===== src/rtl/pattern_scan_pkg.sv =====
// Shared types and constants for the pattern scan controller and its
// bit-serial "1100" detector.
package pattern_scan_pkg;

  // Length of the detected pattern "1100".
  localparam int PATTERN_LEN = 4;

  // Detector needs one state per matched prefix length (0..3 bits).
  localparam int DET_W = $clog2(PATTERN_LEN);

  // Controller sequencing states.
  typedef enum logic [1:0] {
    IDLE  = 2'd0,
    SHIFT = 2'd1,
    FLUSH = 2'd2,
    DONE  = 2'd3
  } state_t;

  // Detector states: how much of "1100" has been seen so far.
  typedef enum logic [DET_W-1:0] {
    DET_NONE = 2'd0,
    DET_1    = 2'd1,
    DET_11   = 2'd2,
    DET_110  = 2'd3
  } det_state_t;

  // Debug view of both state machines.
  typedef struct packed {
    state_t     ctrl;
    det_state_t det;
  } dbg_t;

endpackage


===== src/rtl/fsm_1100.sv =====
// Bit-serial "1100" detector. One bit is consumed per cycle when
// i_bit_valid is high; o_pattern_detected is a registered pulse in the
// cycle after the fourth pattern bit. After a match the search restarts
// from scratch, so matches never share bits.
module fsm_1100
  import pattern_scan_pkg::*;
(
  input  logic       i_clk,
  input  logic       i_rst_n,
  input  logic       i_bit_valid,
  input  logic       i_bit,
  output logic       o_pattern_detected,
  output det_state_t o_dbg_state
);

  det_state_t r_state;
  logic       r_detected;

  // Prefix-tracking FSM with a registered match pulse.
  always_ff @(posedge i_clk) begin
    if (!i_rst_n) begin
      r_state    <= DET_NONE;
      r_detected <= 1'b0;
    end else begin
      r_detected <= 1'b0;
      if (i_bit_valid) begin
        case (r_state)
          DET_NONE: r_state <= i_bit ? DET_1 : DET_NONE;
          DET_1:    r_state <= i_bit ? DET_11 : DET_NONE;
          DET_11:   r_state <= i_bit ? DET_11 : DET_110;
          DET_110: begin
            if (i_bit) begin
              r_state <= DET_1;
            end else begin
              r_state    <= DET_NONE;
              r_detected <= 1'b1;
            end
          end
          default:  r_state <= DET_NONE;
        endcase
      end
    end
  end

  assign o_pattern_detected = r_detected;
  assign o_dbg_state        = r_state;

endmodule


===== src/rtl/pattern_scan_ctrl.sv =====
// Word-to-bit sequencer for the fsm_1100 detector. Accepts a word,
// shifts it MSB-first into the detector, counts matches and reports a
// per-word result with a one-cycle done pulse.
//
// Handshake: a word transfers on a rising edge where in_valid and
// in_ready are both high; in_ready is high only in IDLE and the producer
// keeps in_valid/in_word stable until that transfer.
//
// Build option PATTERN_SCAN_CARRY_EN: when defined, the detector keeps its
// state across words (only rst clears it), so a pattern straddling a word
// boundary counts in the later word. When undefined, every accept clears
// the detector and each word is scanned on its own.
module pattern_scan_ctrl
  import pattern_scan_pkg::*;
#(
  parameter int WORD_W = 16,
  parameter int CNT_W  = 3,
  parameter int IDX_W  = $clog2(WORD_W)
) (
  input  logic              clk,
  input  logic              rst,
  input  logic              in_valid,
  output logic              in_ready,
  input  logic [WORD_W-1:0] in_word,
  output logic              busy,
  output logic              done,
  output logic [CNT_W-1:0]  match_count,
  output logic              match_found,
  output logic [IDX_W-1:0]  first_idx,
  output dbg_t              dbg_state
);

  localparam logic [IDX_W-1:0] LAST_IDX = IDX_W'(WORD_W - 1);
  localparam logic [CNT_W-1:0] CNT_MAX  = '1;

  state_t              r_state;
  logic [WORD_W-1:0]   r_shift;
  logic [IDX_W-1:0]    r_idx;
  logic [CNT_W-1:0]    r_count;
  logic                r_found;
  logic [IDX_W-1:0]    r_first;
  logic                r_done;

  logic                w_accept;
  logic                w_clear;
  logic                w_det_rst_n;
  logic                w_detected;
  logic                w_capture;
  logic [IDX_W-1:0]    w_k;
  det_state_t          w_det_state;

  assign w_accept = (r_state == IDLE) && in_valid;

`ifdef PATTERN_SCAN_CARRY_EN
  assign w_clear = 1'b0;
`else
  assign w_clear = w_accept;
`endif

  assign w_det_rst_n = rst && !w_clear;

  // The detector answers one cycle late, so a hit seen now belongs to the
  // previous scan index; in FLUSH that is the last bit of the word.
  assign w_capture = w_detected &&
                     (((r_state == SHIFT) && (r_idx != '0)) || (r_state == FLUSH));
  assign w_k       = (r_state == FLUSH) ? LAST_IDX : (r_idx - IDX_W'(1));

  fsm_1100 u_det (
    .i_clk              (clk),
    .i_rst_n            (w_det_rst_n),
    .i_bit_valid        (r_state == SHIFT),
    .i_bit              (r_shift[WORD_W-1]),
    .o_pattern_detected (w_detected),
    .o_dbg_state        (w_det_state)
  );

  // Sequencing FSM with registered results and done pulse.
  always_ff @(posedge clk) begin
    if (!rst) begin
      r_state <= IDLE;
      r_shift <= '0;
      r_idx   <= '0;
      r_count <= '0;
      r_found <= 1'b0;
      r_first <= '0;
      r_done  <= 1'b0;
    end else begin
      r_done <= 1'b0;
      case (r_state)
        IDLE: begin
          if (w_accept) begin
            r_shift <= in_word;
            r_idx   <= '0;
            r_count <= '0;
            r_found <= 1'b0;
            r_first <= '0;
            r_state <= SHIFT;
          end
        end
        SHIFT: begin
          r_shift <= {r_shift[WORD_W-2:0], 1'b0};
          r_idx   <= r_idx + IDX_W'(1);
          if (r_idx == LAST_IDX) begin
            r_state <= FLUSH;
          end
        end
        FLUSH: begin
          r_done  <= 1'b1;
          r_state <= DONE;
        end
        DONE: begin
          r_state <= IDLE;
        end
        default: r_state <= IDLE;
      endcase

      if (w_capture) begin
        if (r_count != CNT_MAX) begin
          r_count <= r_count + CNT_W'(1);
        end
        if (!r_found) begin
          r_found <= 1'b1;
          r_first <= w_k;
        end
      end
    end
  end

  assign in_ready        = (r_state == IDLE);
  assign busy            = (r_state == SHIFT) || (r_state == FLUSH);
  assign done            = r_done;
  assign match_count     = r_count;
  assign match_found     = r_found;
  assign first_idx       = r_first;
  assign dbg_state.ctrl  = r_state;
  assign dbg_state.det   = w_det_state;

endmodule


===== config.mk =====
export PLATFORM = sky130hd
export DESIGN_NAME = pattern_scan_ctrl
export DESIGN_NICKNAME = d
export VERILOG_FILES = /design/src/rtl/pattern_scan_pkg.sv /design/src/rtl/fsm_1100.sv /design/src/rtl/pattern_scan_ctrl.sv
export SDC_FILE = /design/constraint.sdc
export NUM_CORES = 1
export LEC_CHECK = 0
export ABC_AREA = 1
export BUFFER_PORTS_ARGS = -buffer_cell sky130_fd_sc_hd__buf_2
export CORE_MARGIN = 4
export CORE_UTILIZATION = 40
export CTS_BUF_LIST = sky130_fd_sc_hd__clkbuf_8
export CTS_CLUSTER_SIZE = 14
export DETAILED_ROUTE_END_ITERATION = 16
export PLACE_DENSITY = 0.67
export SETUP_SLACK_MARGIN = 0.1
export SLEW_MARGIN = 20
export SYNTH_ARGS = -nofsm -noshare
export SYNTH_HDL_FRONTEND = slang
export SYNTH_HIERARCHICAL = 1
export SYNTH_SLANG_ARGS = --single-unit
export TNS_END_PERCENT = 30

===== constraint.sdc =====
create_clock -name clk -period 1.76 [get_ports clk]
set_clock_uncertainty 0.05 [all_clocks]
set_input_delay 0.352 -clock clk [delete_from_list [all_inputs] [get_ports clk]]
set_output_delay 0.352 -clock clk [all_outputs]
set_load 0.005 [all_outputs]

## Word level (Yosys, flattened, before mapping)

Index checks and enable logic that the tools add are counted.

| storage, ports and cells | value |
|---|---|
| register bits after elaboration | 34 |
| bits of input ports | 19 |

| cells by class | value |
|---|---|
| reductions and logical operators | 15 |
| eq/ne operators | 10 |
| add/subtract/negate cells | 3 |
| multiplexer cells | 26 |

Operator list:

| operator | number |
|---|---|
| case mux 16 bit (2 select lines) | 1 |
| 2-to-1 mux 4 bit | 6 |
| 2-to-1 mux 16 bit | 1 |
| 2-to-1 mux 3 bit | 4 |
| == test 2 bit, second input constant | 4 |
| 2-to-1 mux 1 bit | 8 |
| case mux 2 bit (4 select lines) | 1 |
| case mux 4 bit (2 select lines) | 1 |
| 2-to-1 mux 2 bit | 3 |
| case mux 2 bit (3 select lines) | 1 |
| adder 4 x 1 -> 4 bit, second input constant | 1 |
| == test 2 x 1 -> 1 bit, second input constant | 2 |
| == test 4 bit, second input constant | 1 |
| logical AND 1 bit | 4 |
| logical NOT 2 bit | 2 |
| AND reduction 2 bit | 2 |
| nonzero test 4 bit | 1 |
| subtractor 4 x 1 -> 4 bit, second input constant | 1 |
| adder 3 x 1 -> 3 bit, second input constant | 1 |
| inequality test 3 bit, second input constant | 1 |
| AND reduction 3 bit | 1 |
| logical OR 1 bit | 2 |
| inequality test 2 x 1 -> 1 bit, second input constant | 1 |
| inequality test 2 bit, second input constant | 1 |
| other kinds (3) | 3 |

## Logic depth before layout (Yosys ltp)

| logic depth | value |
|---|---|
| depth after elaboration | 6 |
| depth in mapped cells | 9 |
| depth with buffers taken out | 9 |

## Hierarchy

The synthesis kept the hierarchy.

Modules (own cells, without submodules):

| module | times used | area an instance (µm²) | cells an instance |
|---|---|---|---|
| pattern_scan_ctrl | 1 | 1567.8 | 219 |
| fsm_1100 | 1 | 180.2 | 27 |

## Worst setup path after synthesis

Ideal clock, no wire load.

| path | value |
|---|---|
| path type | register to register |
| from | register r_state[0] |
| to | register r_idx[3] |
| data required time | 1580 ps |
| cell stages (with the launch flop) | 8 |
| period minus slack after synthesis | 1497 ps |
| arrival | 1318 ps |
| slack | 263 ps |
| path through | dfxtp_1 inv_1 ha_1 nand2_4 o21ai_4 buf_6 a21oi_1 nor3_2 |

| on the way | value |
|---|---|
| word-level cells in the longest chain between the ends | 4 |
| elaborated cells on any way between the ends | 7 |

RTL lines:

| item | line | RTL |
|---|---|---|
| start, declared | pattern_scan_ctrl.sv:36 | `state_t r_state;` |
| start signal, assigned | pattern_scan_ctrl.sv:80 | `r_state <= IDLE;` |
| start signal, assigned | pattern_scan_ctrl.sv:97 | `r_state <= SHIFT;` |
| start signal, assigned | pattern_scan_ctrl.sv:104 | `r_state <= FLUSH;` |
| logical NOT 2 bit (*) | -- |  |
| via in_ready | pattern_scan_ctrl.sv:23 | `output logic in_ready,` |
| logical AND 1 bit | pattern_scan_ctrl.sv:52 | `assign w_accept = (r_state == IDLE) && in_valid;` |
| inequality test 2 x 1 -> 1 bit (no line) | -- |  |
| AND reduction 2 bit (no line) | -- |  |
| end signal, assigned | pattern_scan_ctrl.sv:102 | `r_idx <= r_idx + IDX_W'(1);` |
| end, declared | pattern_scan_ctrl.sv:38 | `logic [IDX_W-1:0] r_idx;` |

Mark *: on every way through the listed nets, which the timed path passes. The rest lies on a longest branch.
A chain may end at the register's enable or synchronous reset.

## Worst setup path in the final report

| path | value |
|---|---|
| from | register r_state[0] |
| to | output port in_ready |

| on the way | value |
|---|---|
| word-level cells in the longest chain between the ends | 1 |

RTL lines:

| item | line | RTL |
|---|---|---|
| logical NOT 2 bit | pattern_scan_ctrl.sv:129 | `assign in_ready = (r_state == IDLE);` |
| end, declared | pattern_scan_ctrl.sv:23 |  |

Every way passes these cells.

==> summary.md <==
| Metric | Value |
|---|---|
| Num ports | `34` |
| RSZ-0062 raised after global routing | `true` |
| Initial antenna violation count | `0` |
| CTS Buffer Depth | `2` |
| Layout area overhead | `24.7%` |
| Gate Count Post-Synth | `246` |
| Pre-CTS setup slack | `-42.1 ps` |
| Clock root cell | `clkbuf_8` |
| VDD IR max | `874 uV` |
| Worst Tran Pin Value | `439 ps` |
| Setup violators final | `0` |
| Drt first pass iters | `4` |
| Data required time at the worst endpoint | `1360 ps` |
| Mapped cell area | `0.00175 sq mm` |
| Final period util | `89.3%` |
| Max Cap Viol | `0` |
| N_diodes | `0` |
| Simple-gate area share of the yosys netlist | `26.7%` |
| Routability cong. | `0.805` |
| Die width | `74.1 um` |
| Hold-critical path endpoint | `r_shift[14]` |
| Fin nets | `318` |
| Detail Route Antenna Nets | `0` |
| Max Freq | `636 MHz` |
| CTS tree | `built` |
| Core area | `0.00412 sq mm` |
| Area contributors post-synth | `dfxtp_1, nand2_1, ha_1` |
| Syn Nets | `276` |
| CP Max Fanout | `4` |
| Most instantiated library cell after synthesis | `nand2_1` |
| Share of layout cells above drive strength 1 | `23.5%` |
| DR iter-0 viols | `87` |
| Data arrival time of the critical path | `1170 ps` |
| First-pass GRT wire length | `6760 um` |
| Worst flop-to-flop path startpoint | `r_state[0]` |
| CTS Buf Count | `5` |
| R2R Path End | `r_state[0]` |
| Final core occ | `53.0%` |
| Post-synth top area share | `38.9%` |
| Htree depth | `2` |
| Worst setup EP type | `primary output` |
| Clock sinks | `34` |
| Register clock-pin slew on the reported worst setup and hold paths | `70 ps` |
| Initial core utilization | `42.5%` |
| R2R Setup Slk | `210 ps` |
| Mean post-synth cell area | `7.11 sq um` |
| Synth area leader | `dfxtp_1` |
| Worst setup margin | `188 ps` |
| Die height | `74.1 um` |
| Tmin final | `1570 ps` |
| Top FF cell, synth | `dfxtp_1` |
| Vias in the first global route | `1584` |
| Cell variety after synth | `24` |
| # hold bufs at CTS | `0` |
| Drt total wl | `3920 um` |
| LEAKAGE | `0.981 nW` |
| Final Max Tran Viols | `0` |
| Full die area | `0.00549 sq mm` |
| Fin cells | `339` |
| GRT Residual Overflow | `0` |
| PortBufs | `33` |
| Detail Placement HPWL | `2710 um` |
| CP Launch Type | `flop` |
| Status | `completed` |
| Routed vias | `1633` |
| Drt wl/cell | `11.6 um` |
| Hold path start | `in_word[14]` |
| Drt drc | `0` |
| Main combinational cell family by area after synthesis | `simple AND/OR/NAND/NOR gates` |
| Compound-cell area share of the yosys netlist | `17.2%` |
| Pin count of the biggest net entering global routing | `26` |
| Number of enable flip-flop cells after synthesis | `0` |
| Mux share of post-synthesis cell area | `0%` |
| XOR/XNOR share of the synthesized area | `0%` |
| Hold Path Depth | `3` |
| Sequential area share after synthesis | `38.9%` |
| Worst hold path type | `in -> reg` |
| Vias/cell | `4.82` |
| Total power divided by cell area | `1500 mW/mm^2` |
| Tot GR Track Use | `15.7%` |
| Later-pin clock latency in the skew report | `290 ps` |
| Max_slew headroom | `70.6%` |
| Rows | `23` |
| Kind of critical path | `reg -> out` |
| Post-synth top cells | `nand2_1, dfxtp_1, inv_1` |
| Synthesized-area fraction occupied by adder cells | `7.87%` |
| Hold_ws | `274 ps` |
| Final Hold Vio Count | `0` |
| Reg2reg path depth | `9` |
| YS warnings | `6` |
| DP Cell Count | `329` |
| FFs w/ async S/R, synth | `0%` |
| Synth Register Bits | `34` |
| Filler instances | `409` |
## layer usage
layer | GRT usage, % | wire [um] | share of wire [%]
met4 | 6.84 | 42 | 1.1
met2 | 25.5 | 1810 | 46
met5 | 0 | 0 | 0
met1 | 20.0 | 1860 | 47
met3 | 3.38 | 207 | 5.3
## state kept, by name, indices dropped and copies added (netlist names)
name,flops
r_shift,16
first_idx,4
r_idx,4
match_count,3
r_state,2
u_det/o_dbg_state,2
done,1
match_found,1
u_det/o_pattern_detected,1
## power by group
part / switching, W / internal (W) / leakage, nW / total, W
registers: 0.000135 / 0.000982 / 0.279 / 0.00112
logic: 0.000864 / 0.000599 / 0.645 / 0.00146
clock network: 0.000286 / 0.000395 / 0.0575 / 0.000681
## layout make-up
| class | instances | area, sq um | area share, % |
|---|---|---|---|
| clock buffers | 8 | 110 | 5.05 |
| well taps | 50 | 62.6 | 2.87 |
| repair buffers | 42 | 258 | 11.8 |
| inverters | 30 | 113 | 5.17 |
| flip-flops and latches | 34 | 682 | 31.3 |
| multi-input cells | 175 | 955 | 43.8 |
## logic make-up after synthesis
family / after synthesis
AOI/OAI and AO/OA: 53
adders and majority gates: 11
buffers and inverters: 38
DFF: 34
and+or+nand+nor: 110
## critical path: stages, from the launching register on
cell,delay [ps]
dfxtp_2,360
inv_2,60
ha_4,180
buf_4,160
buf_2,120
## stage by stage
step | cell area [sq um] | total power [W] | TNS [ps]
3_5_place_dp | 1990 | 0.00235 | -117
5_1_grt | 2180 | 0.00354 | 0
4_1_cts | 2110 | 0.00309 | 0
6_report | 2180 | 0.00326 | 0
2_1_floorplan | 1750 | 0.00203 | 0
3_3_place_gp | 1990 | 0.00233 | -9.20
## worst max-delay path by stage
stage	startpoint	to	slack [ps]	cells after the start
CTS	r_state[1]	first_idx[1]	70	9
global route	r_state[0]	r_state[0]	90	9
finish	r_state[0]	in_ready	190	4
detailed placement	r_state[0]	r_idx[3]	-40	6
global placement	r_state[0]	r_idx[3]	-8	6
floorplan	r_state[0]	r_idx[3]	260	7
## cells in the final DEF, fill, tap and decap left out, drive strengths merged
cell type / count
nor3: 4
a21oi: 11
a31oi: 15
nand3: 17
buf: 42
inv: 29
clkbuf: 8
a21boi: 1
nor2: 18
o21ai: 26
clkinv: 1
dfxtp: 34
ha: 11
or2: 1
nand4: 1
a211oi: 1
nand2: 69
## timing repair
item,CTS,global route
endpoints found under the setup margin,28,34
buffers inserted,0,1
pin swaps,1,1
gates cloned,1,0
resized for setup,3,14
hold endpoints to repair,0,0
Power figures use the tool's default switching activity.
